==> config.mk <==
export PLATFORM = sky130hd
export DESIGN_NAME = cfu_cmd_sequencer
export DESIGN_NICKNAME = d
export VERILOG_FILES = /design/src/rtl/cfu_cmd_sequencer.sv
export SDC_FILE = /design/constraint.sdc
export NUM_CORES = 1
export LEC_CHECK = 0
export ABC_AREA = 1
export BUFFER_PORTS_ARGS = -buffer_cell sky130_fd_sc_hd__clkbuf_2
export CORE_MARGIN = 3
export CORE_UTILIZATION = 48
export CTS_CLUSTER_DIAMETER = 100
export CTS_CLUSTER_SIZE = 20
export DETAILED_ROUTE_END_ITERATION = 7
export PLACE_DENSITY = 0.88
export SLEW_MARGIN = 15
export SYNTH_ARGS = -nofsm -noshare
export SYNTH_HDL_FRONTEND = slang
export SYNTH_SLANG_ARGS = --single-unit
==> constraint.sdc <==
create_clock -name clk -period 4.3 [get_ports clk]
set_input_delay 1.29 -clock clk [delete_from_list [all_inputs] [get_ports clk]]
set_output_delay 1.29 -clock clk [all_outputs]
set_load 0.02 [all_outputs]
==> src/rtl/cfu_cmd_sequencer.sv <==
// cfu_cmd_sequencer: CFU command front-end that issues to the decoder, sequences latency, owns vl and returns responses
module cfu_cmd_sequencer #(
  parameter int VLMAX = 16,
  parameter int MUL_LAT = 3,
  parameter int VLW = 5
) (
  input  logic           clk,
  input  logic           reset,
  input  logic           cmd_valid,
  output logic           cmd_ready,
  input  logic [9:0]     cmd_payload_function_id,
  input  logic [31:0]    cmd_payload_inputs_0,
  input  logic [31:0]    cmd_payload_inputs_1,
  output logic           rsp_valid,
  input  logic           rsp_ready,
  output logic [31:0]    rsp_payload_outputs_0,
  output logic           dec_valid,
  output logic [9:0]     dec_function_id,
  output logic [31:0]    dec_inputs_0,
  output logic [31:0]    dec_inputs_1,
  input  logic [31:0]    exec_result,
  output logic [VLW-1:0] vl
);
  typedef enum logic [1:0] {IDLE, ISSUE, WAIT, RESP} state_t;
  state_t state, state_n;
  logic [VLW:0] cnt;
  logic [2:0] f3;
  logic [VLW-1:0] vl_new;
  assign f3 = dec_function_id[2:0];
  assign vl_new = dec_inputs_0 > 32'(VLMAX) ? VLW'(VLMAX) : dec_inputs_0[VLW-1:0];
  assign cmd_ready = state == IDLE && !reset;
  assign rsp_valid = state == RESP;
  assign dec_valid = state == ISSUE && f3 != 3'd0 && f3 < 3'd6;
  always_comb begin
    state_n = state;
    state_n = state == IDLE  ? (cmd_valid ? ISSUE : IDLE) :
              state == ISSUE ? ((f3 == 3'd0 || f3 > 3'd5) ? RESP : WAIT) :
              state == WAIT  ? (cnt == (VLW+1)'(1) ? RESP : WAIT) :
                               (rsp_ready ? IDLE : RESP);
  end
  always_ff @(posedge clk) begin
    if (reset) begin
      state <= IDLE;
      cnt <= '0;
      vl <= '0;
      rsp_payload_outputs_0 <= '0;
      dec_function_id <= '0;
      dec_inputs_0 <= '0;
      dec_inputs_1 <= '0;
    end else begin
      state <= state_n;
      if (state == IDLE && cmd_valid) begin
        dec_function_id <= cmd_payload_function_id;
        dec_inputs_0 <= cmd_payload_inputs_0;
        dec_inputs_1 <= cmd_payload_inputs_1;
      end
      if (state == ISSUE) begin
        cnt <= f3 == 3'd4 ? (VLW+1)'(MUL_LAT) :
               (f3 == 3'd3 && vl != '0) ? {1'b0, vl} : (VLW+1)'(1);
        rsp_payload_outputs_0 <= f3 == 3'd0 ? 32'(vl_new) : '0;
        if (f3 == 3'd0) vl <= vl_new;
      end
      if (state == WAIT) begin
        cnt <= cnt - (VLW+1)'(1);
        if (cnt == (VLW+1)'(1)) rsp_payload_outputs_0 <= exec_result;
      end
    end
  end
endmodule

==> results list <==
* Number of setup buffers added after CTS: 0
* Pwr Total: 3.42 mW
- Multi-input logic area: 2010 µm²
- In the final routing, the length of wire on met1 measures 5110 µm.
* DPL Wire Length: 9210 µm
* DRT antenna net count: 0
- Fraction of final layout cells with drive strength greater than 1: 0.314
- Number of instances in the synthesized netlist: 628
- The flow ran to the end, and the final reports show no timing, DRC or antenna violations.
* Number of detailed-routing iterations run before antenna repair: 4
* Post-Synth XOR/XNOR Area: 0
- TritonCTS clock tree: yes
- Warnings, synthesis: 0
* Data required time of the critical path: 3010 ps
* Worst Hold Launch: rsp_payload_outputs_0[22]
- 0 antenna diodes ended up in the layout.
- Post-synthesis instance area: 4710 µm²
- In this run the count of I/O pins placed on the die edge is 224.
* Startpoint of the worst register-to-register path: state[0]
- The floorplan has 35 rows.
- The area growth from synthesis to layout is 35.9%.
- Counting I/O delays and the setup requirement, the final critical path takes 3050 ps.
* Number of enable flip-flop cells after synthesis: 0
- Maximum buffer depth of the clock tree: 2
- Netlist cell types: 28
* Global Route Usage Sum: 0.233
- Synth Area per Inst: 7.50 µm²
- Combinational family with the most area after synthesis: simple AND/OR/NAND/NOR gates
- During placement, the flow inserted port buffers numbering 223.
- The number of hold buffers added after CTS was 0.
- Based on the critical path, the design can be clocked at up to 328 MHz.
- Share of synthesized cell area in full adder, half adder and majority cells: 0.0159
- When the netlist entered floorplanning its net count stood at 744.
- Core Area: 9370 µm²
- In the final routed layout, each cell accounts on average for 13.4 µm.
* Critical path startpoint: reset
- CTS Buf Count: 17
* Initial core utilization: 0.503
* Initial antenna violation count: 0
- Setup violations remaining at the end of the flow were counted as 0.
- Die Outline Area: 11000 µm²
- Most frequently used flop master after synthesis: dfxtp_1
- Clock tree synthesis selected as its root buffer the cell clkbuf_8.
* Clk sink count: 119
- Final routed DRC violation total: 0
- The worst register-to-register path has a depth of 6.
- Across the run, the number of max-cap violations was 0.
- At the worst endpoint, the arrival time is 1760 ps.
- Detail Route met2 WL: 6650 µm
* Aggregate negative setup slack: 0 ps
* Category of the worst setup path capture point: primary output
- Along the worst hold path, the cell count comes to 2.
* First-pass GRT wire length: 20900 µm
* Reg2reg end: rsp_payload_outputs_0[6]
- Headroom to the max-slew limit came out at 0.301.
- Horizontal die dimension: 105 µm
* Critical Path End: cmd_ready
- The count of final hold-check violations came to 0.
- The worst hold path belongs to the class flip-flop to flip-flop.
- Of the total synthesized cell area, the portion taken by AND, OR, NAND and NOR gates is 0.220.
- After synthesis, the share of flip-flops with an asynchronous set or reset is 0.
* Via Count: 4742
- Latest clock arrival within the worst-skew pair: 500 ps
- Reported leakage power: 3.06 nW
* Vertical die dimension: 105 µm
- For this design the ratio of total power to cell area is 535 nW/µm².
- Compound-gate portion of the synthesized area: 0.190
- The worst setup path is launched from an input pin.
- After clock tree synthesis, the clock-pin slew on the worst setup and hold paths is 60 ps.
- For flop-to-flop paths, the worst setup slack is 2200 ps.
* DR iter-0 viols: 285
* H-tree depth: 4
* Final Cycle Share: 0.709
- Util after Layout: 0.683
* Slew at the pin closest to its max-slew limit: 1050 ps
- Post-CTS repair changed the size of 0 cells.
* Number of inserted filler cells in the final layout: 844
* Routed length on met3: 1040 µm
- Entering global routing, the biggest net connects 86 pins.
* Gr ovfl total: 0
- Max-slew violation count: 0
- The via count of the first global-routing pass is 4482.
- The share of the Yosys chip area taken by registers is 0.506.
- Of the post-synthesis cell area, the part taken by muxes is 0.
* Ratio of routed vias to standard cells: 4.87
- Setup repair after global routing left no endpoint under its margin.
- The worst setup path is of the input pin to primary output kind.
* Routability congestion estimate: 0.849
- Top routing layer in use: met4
- Worst vdd rail ir drop: 0.000313 V
- Wires add up to 13000 µm.
- Final Skew: 8.14 ps
* Area taken by flip-flops and latches: 2380 µm²
- After synthesis the netlist holds a flip-flop and latch count of 119.
- Along the worst path, the maximum fanout reaches 8.
- Final layout net count: 950
-- kinds of logic (layout without fill, tap and decap cells) --
family                   Yosys count  after routing
AO/OA/AOI/OAI                    175            175
adder cells (fa/ha/maj)            6              6
buffers and inverters             70            287
flip-flops                       119            119
AND/OR/NAND/NOR                  258            258
-- registers in the layout, summed over array words and instances (netlist names) --
signal and cells:
dec_inputs_0 32, dec_inputs_1 32, rsp_payload_outputs_0 32, dec_function_id 10, state 2, vl 5
cnt 6
-- layer usage --
| layer | global-route usage | up-vias |
|---|---|---|
| met5 | 0 | - |
| met2 | 0.413 | 170 |
| met4 | 0.0759 | 0 |
| li1 | - | 2463 |
| met3 | 0.0871 | 19 |
| met1 | 0.257 | 2090 |
-- layout by cell type (no fill, tap or decap) --
cell / Yosys / layout
a31oi_1: 4 / 4
o211ai_1: 1 / 1
dfxtp_1: 119 / 119
nand3_1: 10 / 10
o21ai_1: 22 / 22
nand3b_1: 1 / 1
buf_4: 0 / 2
o21ai_2: 3 / 3
nand2_2: 0 / 1
clkbuf_8: 0 / 2
nor2_2: 1 / 1
nor2_1: 161 / 161
and2_1: 1 / 1
clkinv_2: 0 / 3
o21ai_0: 91 / 91
or2_0: 1 / 1
clkbuf_16: 0 / 16
nor3_1: 3 / 3
o21bai_1: 1 / 1
inv_2: 2 / 2
or2_1: 1 / 1
nand4_2: 1 / 1
inv_1: 29 / 29
nand3b_4: 1 / 1
clkbuf_2: 1 / 223
buf_12: 0 / 1
nand4_1: 3 / 3
nor3b_1: 1 / 1
bufinv_16: 0 / 3
inv_6: 0 / 1
a21oi_1: 53 / 53
nand2_1: 73 / 72
ha_1: 6 / 6
clkinv_4: 0 / 2
clkinvlp_4: 0 / 3
-- Yosys cell counts, types with 6 or more instances --
| library cell | number | area (µm²) |
|---|---|---|
| inv_1 | 29 | 109 |
| o21ai_1 | 22 | 110 |
| dfxtp_1 | 119 | 2380 |
| buf_6 | 7 | 78.8 |
| nand2_1 | 73 | 274 |
| a21oi_1 | 53 | 265 |
| nand3_1 | 10 | 50.1 |
| ha_1 | 6 | 75.1 |
| o21ai_0 | 91 | 455 |
| nor2_1 | 161 | 604 |
| clkbuf_1 | 27 | 101 |
-- how the worst min path moves through the flow --
stage,end
6_report,rsp_payload_outputs_0[22]
2_1_floorplan,cnt[3]
5_1_grt,rsp_payload_outputs_0[16]
3_5_place_dp,rsp_payload_outputs_0[13]
3_3_place_gp,rsp_payload_outputs_0[30]
4_1_cts,rsp_payload_outputs_0[13]
-- power breakdown --
part	internal [mW]	leakage [nW]	switching [mW]
sequential	1.23	0.978	0.0833
combinational	0.246	1.80	0.489
clock	0.890	0.279	0.487
total	2.36	3.06	1.06
-- through the flow --
| stage | area, µm² | std cells | worst slack, ps | hold WS [ps] |
|---|---|---|---|---|
| after floorplan | 4710 | 628 | 1270 | 482 |
| after global placement | 5820 | 944 | 1280 | 449 |
| after detailed placement | 5820 | 944 | 1240 | 455 |
| after CTS | 6400 | 974 | 1240 | 464 |
| after global routing | 6400 | 974 | 1220 | 474 |
| final | 6400 | 974 | 1250 | 460 |
-- worst max-delay path: stages --
cell      delay (ps)
clkbuf_2         150
nor2_1           130
clkbuf_2         180
-- layout make-up --
type,instances,share of cell area
Clock buffer,18,0.0668
Timing Repair Buffer,226,0.180
Sequential cell,119,0.372
Tap cell,129,0.0252
Inverter,31,0.0182
Multi-Input combinational cell,439,0.314
Clock inverter,12,0.0240
Note: power is estimated with default switching activity, not from simulation.
